--- config.mk ---
export PLATFORM = sky130hd
export DESIGN_NAME = demux_lane_buffer
export DESIGN_NICKNAME = d
export VERILOG_FILES = /design/src/rtl/demux_lane_buffer.sv
export SDC_FILE = /design/constraint.sdc
export NUM_CORES = 1
export LEC_CHECK = 0
export BUFFER_PORTS_ARGS = -buffer_cell sky130_fd_sc_hd__buf_2
export CAP_MARGIN = 15
export CORE_MARGIN = 1
export CORE_UTILIZATION = 50
export CTS_CLUSTER_DIAMETER = 60
export CTS_CLUSTER_SIZE = 25
export DETAILED_ROUTE_END_ITERATION = 7
export PLACE_DENSITY = 0.7
export RECOVER_POWER = 100
export SLEW_MARGIN = 20
export SYNTH_ARGS = -nofsm -noshare
export SYNTH_HDL_FRONTEND = slang
export SYNTH_SLANG_ARGS = --single-unit
--- constraint.sdc ---
create_clock -name clk -period 7.4 [get_ports clk]
set_input_delay 0.74 -clock clk [delete_from_list [all_inputs] [get_ports clk]]
set_output_delay 0.74 -clock clk [all_outputs]
set_load 0.02 [all_outputs]
--- src/rtl/demux_lane_buffer.sv ---
// Lane buffer behind the 1-to-8 byte demux: per-lane FIFOs with
// independent consumer handshakes and a demux integrity check.
module demux_lane_buffer #(
  parameter int DEPTH = 4,
  parameter int CNT_W = 16
) (
  input  logic             clk,
  input  logic             rst_n,
  input  logic             in_valid,
  input  logic [2:0]       in_sel,
  input  logic [63:0]      in_lanes,
  output logic             in_ready,
  output logic [7:0]       out_valid,
  input  logic [7:0]       out_ready,
  output logic [63:0]      out_data,
  output logic [7:0]       lane_full,
  output logic [CNT_W-1:0] accept_cnt,
  output logic             err_nonsel
);

  localparam int AW = (DEPTH > 1) ? $clog2(DEPTH) : 1;
  localparam int CW = AW + 1;
  localparam logic [CW-1:0] FULL = CW'(DEPTH);

  logic [7:0]    mem    [8][DEPTH];
  logic [AW-1:0] wr_ptr [8];
  logic [AW-1:0] rd_ptr [8];
  logic [CW-1:0] count  [8];

  logic [7:0] push;
  logic [7:0] pop;
  logic       accept;
  logic       nonsel_hit;
  logic [7:0] sel_byte;

  always_comb begin
    for (int k = 0; k < 8; k++) begin
      lane_full[k] = (count[k] == FULL);
      out_valid[k] = (count[k] != '0);
      out_data[8*k +: 8] = (count[k] != '0) ?
                           mem[k][rd_ptr[k]] : 8'h00;
    end
  end

  // ready looks only at stored state, never at out_ready
  assign in_ready = !lane_full[in_sel];
  assign accept   = in_valid && in_ready;
  assign pop      = out_valid & out_ready;
  assign push     = accept ? (8'b1 << in_sel) : 8'b0;
  assign sel_byte = in_lanes[8*in_sel +: 8];

  always_comb begin
    nonsel_hit = 1'b0;
    for (int k = 0; k < 8; k++) begin
      if (3'(k) != in_sel && in_lanes[8*k +: 8] != 8'h00)
        nonsel_hit = 1'b1;
    end
  end

  always_ff @(posedge clk) begin
    if (!rst_n) begin
      for (int k = 0; k < 8; k++) begin
        wr_ptr[k] <= '0;
        rd_ptr[k] <= '0;
        count[k]  <= '0;
      end
      accept_cnt <= '0;
      err_nonsel <= 1'b0;
    end else begin
      for (int k = 0; k < 8; k++) begin
        if (push[k])
          wr_ptr[k] <= wr_ptr[k] + AW'(1);
        if (pop[k])
          rd_ptr[k] <= rd_ptr[k] + AW'(1);
        case ({push[k], pop[k]})
          2'b10:   count[k] <= count[k] + CW'(1);
          2'b01:   count[k] <= count[k] - CW'(1);
          default: count[k] <= count[k];
        endcase
      end
      if (accept)
        accept_cnt <= accept_cnt + CNT_W'(1);
      if (accept && nonsel_hit)
        err_nonsel <= 1'b1;
    end
  end

  // storage needs no reset; reads are masked by count
  always_ff @(posedge clk) begin
    if (rst_n && accept)
      mem[in_sel][wr_ptr[in_sel]] <= sel_byte;
  end

endmodule
# --- Word-level counts from Yosys, hierarchy flattened ---
# Memories as Yosys holds them, arrays and structs flattened.
# Cells that the tools add are included.
classes:
  reduce_logical: 38
  n_mul: 0
  magnitude_cmp: 11
  n_eq_ne: 31
  n_div: 0
  n_addsub: 33
  muxes: 208
  shift: 2
  bitwise: 50
op_table:
  columns: ["operator", "count"]
  rows:
  - ["8-bit 2-to-1 mux", 26]
  - ["1-bit 2-to-1 mux", 131]
  - ["8-bit binary-select mux with 2-bit select", 8]
  - ["3-bit 2-to-1 mux", 24]
  - ["8-bit nonzero test", 8]
  - ["64-bit by 7-bit variable part select with 8-bit output", 1]
  - ["1-bit bitwise OR", 40]
  - ["2-bit by 1-bit adder with 2-bit output (second input constant)", 16]
  - ["2-bit 2-to-1 mux", 16]
  - ["32-bit 2-to-1 mux", 1]
  - ["3-bit greater-or-equal comparator (second input constant)", 9]
  - ["2-bit inverter with 3-bit output", 9]
  - ["3-bit nonzero test", 9]
  - ["3-bit by 1-bit adder with 3-bit output (second input constant)", 8]
  - ["3-bit equality test (second input constant)", 8]
  - ["3-bit by 1-bit subtractor with 3-bit output (second input constant)", 8]
  - ["16-bit by 1-bit adder with 16-bit output (second input constant)", 1]
  - ["8-bit demux with 2-bit select", 1]
  - ["2-bit by 1-bit equality test with 1-bit output (second input constant)", 8]
  - ["2-bit equality test (second input constant)", 8]
  - ["2-bit OR reduction", 8]
  - ["1-bit logical AND", 12]
  - ["3-bit != test (first input constant)", 4]
  - ["8-bit AND", 1]
  - ["7 further kinds", 8]
word_totals:
  memories: 4
  word_cells: 379
  ramBits: 312
  romBits: 0
  in_bits: 78
  reg_bits: 17
  output_inout_bits: 98
  latch_bits: 0
memory_table:
  columns: ["name", "words", "width", "read_ports", "rd_ports_with_merged_regs", "wr", "line", "rtl"]
  rows:
  - ["mem", 8, 32, 8, 0, 1, "25", "logic [7:0] mem [8][DEPTH];"]
  - ["count", 8, 3, 8, 0, 8, "28", "logic [CW-1:0] count [8];"]
  - ["rd_ptr", 8, 2, 8, 0, 8, "27", "logic [AW-1:0] rd_ptr [8];"]
  - ["wr_ptr", 8, 2, 9, 0, 8, "26", "logic [AW-1:0] wr_ptr [8];"]

# --- Depth between registers and ports, before layout ---
# Gate-level depths: netlist (run 1).
depth:
  ltp_word: 13
  ltp_mapped: 15
  depth_no_buf: 14

# --- Worst setup path after synthesis (run 1) ---
# OpenSTA, ideal clock, no wires.
synth_path:
  path_kind: "input to register"
  from: "input port in_sel[1]"
  to: "memory count[1][2] in the netlist's numbering (data pin)"
  cell_stages: 14
  t_required_ns: 7.134
  slack_ns: 3.938
  setup_ns: 0.266
  path_buffers: 2
  arrival_ns: 3.196
  path_cell_list: "buf_6 -> or4b_4 -> a2bb2oi_4 -> o221ai_4 -> o21ai_2 -> buf_4 -> or2_1 -> ha_1 -> nand2_1 -> fa_1 -> xor2_1 -> nor3_1 -> a21oi_1 -> nor2_1"
synth_rtl:
  columns: ["element", "line", "rtl"]
  rows:
  - ["start, declared", "10", "input logic [2:0] in_sel,"]
  - ["end, declared", "28", null]

==> results of run 1 <==
[cell usage in the layout, fill, tap and decap left out, types with 3 or more instances in the layout]
master and count:
nand2b_1 12, nand3_1 14, nor3b_1 6, or3_1 11, nand4_1 8, nor4_1 18, o21ai_0 19, nor2_1 99
o211ai_1 8, o31ai_1 5, buf_2 81, clkinv_8 3, fa_1 7, a21oi_1 17, o221ai_1 4, clkinv_2 3
dfxtp_1 17, and3_1 6, a22oi_1 3, xor2_1 5, edfxtp_1 312, mux2i_1 11, xnor2_1 20, inv_8 3
mux4_2 84, mux2_1 8, or2_1 3, ha_1 20, clkbuf_1 97, nor3_1 22, clkbuf_16 23, o311ai_0 3
and2_1 61, inv_1 31, nand2_1 57, and2_0 4
[cell usage after synthesis (3+ instances only)]
master / count / share of area [%]
edfxtp_1: 312 / 62
nor2_1: 98 / 2.4
mux4_2: 84 / 13
and2_1: 65 / 2.7
nand2_1: 57 / 1.4
inv_1: 31 / 0.77
clkbuf_1: 29 / 0.72
nor3_1: 22 / 0.73
ha_1: 20 / 1.7
xnor2_1: 20 / 1.2
nor4_1: 18 / 0.75
dfxtp_1: 17 / 2.3
a21oi_1: 16 / 0.53
nand3_1: 14 / 0.47
buf_2: 13 / 0.43
nand2b_1: 12 / 0.50
o21ai_0: 12 / 0.40
mux2i_1: 11 / 0.73
or3_1: 11 / 0.46
mux2_2: 8 / 0.60
nand4_1: 8 / 0.33
fa_1: 7 / 0.93
o211ai_1: 7 / 0.35
o21ai_1: 7 / 0.23
and3_1: 6 / 0.25
nor3b_1: 6 / 0.30
buf_1: 5 / 0.12
buf_4: 5 / 0.25
o31ai_1: 5 / 0.25
or2_1: 5 / 0.21
xor2_1: 5 / 0.29
a22oi_1: 3 / 0.15
o221ai_2: 3 / 0.30
o311ai_0: 3 / 0.17
[kinds of logic (layout without fill, tap and decap cells)]
logic type / Yosys count / in the layout
AO/OA/AOI/OAI: 68 / 68
XOR/XNOR: 25 / 25
adder cells (fa/ha/maj): 27 / 27
buffers and inverters: 85 / 251
flip-flops: 329 / 329
multiplexers: 103 / 103
AND/OR/NAND/NOR: 341 / 341
[sequential cells by signal (all words and copies together), names as in the netlist]
register	cells
mem	256
rd_ptr	16
count	24
err_nonsel	1
accept_cnt	16
wr_ptr	16
[worst paths after layout]
kind | slack, ns | startpoint | to | cells after the start
setup reg to reg | 3.43 | count[0][0] | count[0][5] | 13
hold / removal | 0.47 | accept_cnt[15] | accept_cnt[15] | 2
setup / recovery | 2.44 | in_sel[0] | count[0][5] | 14
hold reg to reg | 0.47 | accept_cnt[15] | accept_cnt[15] | 2
[power groups by stage]
stage | registers [mW] | clock network (mW) | logic [mW]
3_3_place_gp | 2.26 | 0 | 0.721
3_5_place_dp | 2.26 | 0 | 0.737
5_1_grt | 2.23 | 1.46 | 0.768
2_1_floorplan | 2.20 | 0 | 0.557
6_report | 2.22 | 1.36 | 0.704
4_1_cts | 2.22 | 1.39 | 0.739
[per-stage QoR]
step | worst slack, ns | util [%] | std cells | power, mW
floorplan | 3.94 | - | 978 | 2.75
global placement | 3.07 | 54.6 | 1493 | 2.98
detailed placement | 2.96 | 54.6 | 1493 | 3.00
CTS | 3.52 | 57.3 | 1534 | 4.35
global route | 1.87 | 56.7 | 1534 | 4.46
finish | 2.44 | 56.7 | 1534 | 4.28
[area by class of cell]
class	instances	area share, %
Clock buffer	23	3.43
Timing Repair Buffer	179	4.62
Clock inverter	18	1.39
Tap cell	390	2.90
Inverter	31	0.693
Sequential cell	329	57.8
Multi-Input combinational cell	564	29.2
[worst reg2reg max path, delay by kind of cell, from the launching register on]
family                   cells  cell delay [ns]
XOR/XNOR                     1             0.18
AO/OA/AOI/OAI                4             1.11
flip-flops                   1             0.44
adder cells (fa/ha/maj)      2             0.67
buffers and inverters        1             0.27
AND/OR/NAND/NOR              5             1.01
[routing by layer]
| layer | global-route usage, % | vias to the layer above |
|---|---|---|
| met5 | 0 | - |
| met4 | 4.89 | 2 |
| met3 | 2.64 | 44 |
| met2 | 36.8 | 243 |
| met1 | 29.0 | 4425 |
| li1 | - | 4036 |
==> out/qor.txt, run 1 <==
Status - complete, but fails checks
Failing checks - max-capacitance violations, max-slew violations
Main combinational cell family by area after synthesis - multiplexers
Seq cells post-synth - 329
Syn_nets - 1,083
Area grow syn2layout - 11.8%
CP Launch Type - input pin
Hpwl dp - 21,200 um
Vias after detailed routing - 8,750
DRC viols - 0
Slowest CP cell - clkbuf_1
Die W - 175 um
Maximum vdd ir drop - 0.235 mV
Mux contribution to synthesized area - 13.9%
Post-Syn Area - 0.0150 sq mm
Synth Instances - 978
Post-synthesis cell type count - 60
Areal power density over the cells - 255 mW/mm^2
First DRT Iteration DRCs - 732
Top_reg_cell synth - edfxtp_1
Metal2 WL - 16,100 um
Async S/R FF share, synth - 0%
GRT Total Usage - 21.3%
Post-CTS Setup Inserts - 0
CP max FO - 32
Cts hold-fix bufs - 0
RD Place Congestion - 0.840
Antenna diodes - 0
Num rows - 63
Highest routed layer - met5
CTS tree - built
Post-Synth XOR/XNOR Area - 1.46%
Worst EP arrival - 5.20 ns
Slew headroom - -31.8%
Register area - 0.00971 sq mm
Mean Syn Cell Area - 15.4 sq um
RSZ-0062 raised after global routing - false
Max_cap viols - 5
Area post-placement - 0.0162 sq mm
Fraction of layout cells with a size suffix above 1 - 18.7%
Largest net degree at the start of global routing - 41
Clock latency on the worst-skew pair - 0.54 ns
Setup TNS - 0 ns
Clock sink count - 329
Combinational group share of total power - 16.4%
Worst-path cell chain - clkbuf_1 > or3b_1 > or2_0 > o221ai_1 > o21ai_2 > buf_4 > or2_1 > ha_1 > nand2_1 > fa_1 > xor2_1 > nor3_1 > a21oi_1 > nor2_1
Final Setup Violations - 0
Fill cells - 2,428
Leak pwr - 5.50 nW
Antenna violation net count after detailed routing - 0
Nets - 1,233
Synth Area in Compound Gates - 3.35%
Final hold vios - 0
Post-Synth Adder-Cell Area - 2.60%
Core Box Area - 0.0296 sq mm
Routed wl met3 - 1750 um
Cell family with most CP delay - buffers and inverters
Via density per instance - 5.70
Yosys Warn Count - 0
Internal power - 3.06 mW
Initial core utilization - 50.7%
H-tree levels - 1
Met1 wire length - 13,500 um
Cell area after layout - 0.0168 sq mm
Post-layout min period - 4.96 ns
I/O Pins - 176
Sw Share - 28.5%
DR WL/cell - 20.9 um
Initial antenna violation count - 3
Worst EP required - 7.64 ns
Final worst clock skew - 0.0174 ns
Port bufs - 175
Sequential area share after synthesis - 64.6%
Total CTS buffers - 23
Vias in the first global route - 8,944
Min-Delay Path Class - flop to flop
Switching pwr - 1.22 mW
Post-CTS sizing - 0
Footprint of the multi-input gates - 0.00490 sq mm
Clock share of power - 31.8%
Path type of the worst setup path - input pin to flop
Worst-path clk slew - 0.09 ns
Reg power frac - 51.8%
Bufs on Longest Clock Path - 3
Post-synth EDFFs - 312
Drt pass-1 iters - 5
Chip Height - 175 um
CP Buf/Inv Count - 2
First-pass GRT wire length - 50,100 um
Simple-gate share of the synthesized area - 11.6%
CP max stage delay - 1.39 ns
Total congestion overflow - 0
Post-Route WL - 32,100 um
Crit. End Element - flop
Die area - 0.0308 sq mm
Max Slew Vio Count - 142
Period utilization - 67.1%
F_max - 0.201 GHz
Clock Tree Root - clkbuf_16
Worst Max-Slew Pin Slew - 1.98 ns
Hold Worst Slack - 0.474 ns
No activity file was read; power rests on OpenSTA's default activity.
==> run 2: changes to the inputs <==
--- a/config.mk
+++ b/config.mk
@@ -12,7 +12,7 @@
 export CTS_CLUSTER_DIAMETER = 60
 export CTS_CLUSTER_SIZE = 25
 export DETAILED_ROUTE_END_ITERATION = 7
-export PLACE_DENSITY = 0.7
+export PLACE_DENSITY = 0.73
 export RECOVER_POWER = 100
 export SLEW_MARGIN = 20
 export SYNTH_ARGS = -nofsm -noshare
==> constraint.sdc (replaced) <==
create_clock -name clk -period 4.3 [get_ports clk]
set_input_delay 0.43 -clock clk [delete_from_list [all_inputs] [get_ports clk]]
set_output_delay 0.43 -clock clk [all_outputs]
set_load 0.02 [all_outputs]
==> run 2 against run 1 <==
Net effect: the flow still finishes with violations (max-capacitance violations, max-slew violations); power up 73%; final cell count up 0.26%; critical path depth down 2; worst setup slack worse by 1.9 ns; routed wire length up 2.8%; sequential power up 72%; critical endpoint is now count[1][2]; largest cell class unchanged.
==> out/qor.txt, run 2 (synthesized netlist as in run 1, its figures left out) <==
Pre-CTS setup slack - 0.452 ns
Via density per instance - 5.77
Num rows - 63
Non-filler cells, final - 1,538
Leak pwr - 5.51 nW
Worst EP arrival - 3.95 ns
Die W - 175 um
Slew headroom - -0.944%
Clock Tree Root - clkbuf_16
Area post-placement - 0.0162 sq mm
Initial antenna violation count - 6
GRT Total Usage - 21.7%
Failing checks - max-capacitance violations, max-slew violations
Antenna violation net count after detailed routing - 0
Worst path depth - 12
Util after Layout - 56.8%
Min-Delay Path Class - input pin to flop
Largest net degree at the start of global routing - 76
Final worst clock skew - 0.0180 ns
Power consumption - 7.39 mW
Areal power density over the cells - 439 mW/mm^2
Chip Height - 175 um
Clock latency on the worst-skew pair - 0.53 ns
Vias after detailed routing - 8,867
Worst Max-Slew Pin Slew - 1.51 ns
CP max FO - 15
Drt pass-1 iters - 5
Initial core utilization - 50.7%
R2R cell count - 12
Cts hold-fix bufs - 0
CP Buf/Inv Count - 0
First-pass GRT wire length - 50,700 um
H-tree levels - 1
Post-layout min period - 3.73 ns
CP max stage delay - 0.60 ns
I/O Pins - 176
Period utilization - 86.6%
RSZ-0062 raised after global routing - false
DR WL/cell - 21.4 um
Vias in the first global route - 8,928
DRC viols - 0
Port bufs - 175
CP Launch Type - flop
Hold Worst Slack - 0.316 ns
Most common cell after layout, fill and taps aside - edfxtp_1
Bufs on Longest Clock Path - 3
Cell area after layout - 0.0168 sq mm
Maximum vdd ir drop - 0.306 mV
First DRT Iteration DRCs - 783
CTS tree - built
RD Place Congestion - 0.895
F_max - 0.268 GHz
Most frequent cells in the layout - 312 x edfxtp_1, 101 x clkbuf_1, 99 x nor2_1
Cell family with most CP delay - compound AO/OA/AOI/OAI gates
Nets - 1,236
Max_cap viols - 3
Slowest CP cell - o21ai_2
Max Slew Vio Count - 38
Final hold vios - 0
Hpwl dp - 21,400 um
Post-CTS sizing - 0
Path type of the worst setup path - flop to flop
Fraction of layout cells with a size suffix above 1 - 18.6%
Worst-path cell chain - nor3b_1 > a2bb2oi_4 > o221ai_4 > o21ai_2 > or2_1 > ha_1 > nand2_1 > fa_1 > xor2_1 > nor3_1 > a21oi_1 > nor2_1
Area grow syn2layout - 12.0%
Crit. End Element - flop
Worst-path clk slew - 0.09 ns
Core Box Area - 0.0296 sq mm
Hold depth - 3
Clock sink count - 329
Worst EP required - 4.53 ns
Setup ws final - 0.575 ns
Post-CTS Setup Inserts - 0
Setup TNS - 0 ns
Cells after DPL - 1,497
Status - complete, but fails checks
Number of flip-flops in the largest register - 256
Final Setup Violations - 0
Total CTS buffers - 22
Die area - 0.0308 sq mm
Post-Route WL - 33,000 um
Total congestion overflow - 0
## run 2: cell types whose count changed in the layout (fill, tap and decap cells not counted), sizes merged
cell      before  now
buf           82   84
clkinv         7    6
inv           40   37
clkinvlp       1    0
bufinv         1    2
clkbuf       120  124
diode          0    2
## run 2: layer usage
layer,up-vias,part of all wire (%),GRT usage (%)
li1,4035,-,-
met2,341,51,37.4
met5,-,0,0
met3,57,6.3,3.31
met4,0,2.4,6.01
met1,4434,41,28.8
## run 2: where the power goes
group | leakage (nW) | internal (mW) | switching [mW]
Combinational | 2.10 | 0.463 | 0.767
Clock | 0.388 | 1.17 | 1.17
Sequential | 3.03 | 3.68 | 0.140
## run 2: final timing paths
check | from | endpoint | slack (ns)
max | count[0][0] | count[1][2] | 0.57
min | out_ready[6] | rd_ptr[1][4] | 0.32
max reg2reg | count[0][0] | count[1][2] | 0.57
min reg2reg | accept_cnt[15] | accept_cnt[15] | 0.47
## run 2: layout make-up
class	instances	area (sq um)
diodes	2	5.00
multi-input cells	564	4920
fillers	2430	12800
clock inverters	14	216
repair buffers	183	800
flip-flops and latches	329	9710
inverters	31	116
well taps	390	488
clock buffers	25	583
## run 2: tightest hold or removal path, cell delays in order
cell and delay, ns:
buf_2 0.09, nand2_1 0.08, nand2_1 0.12
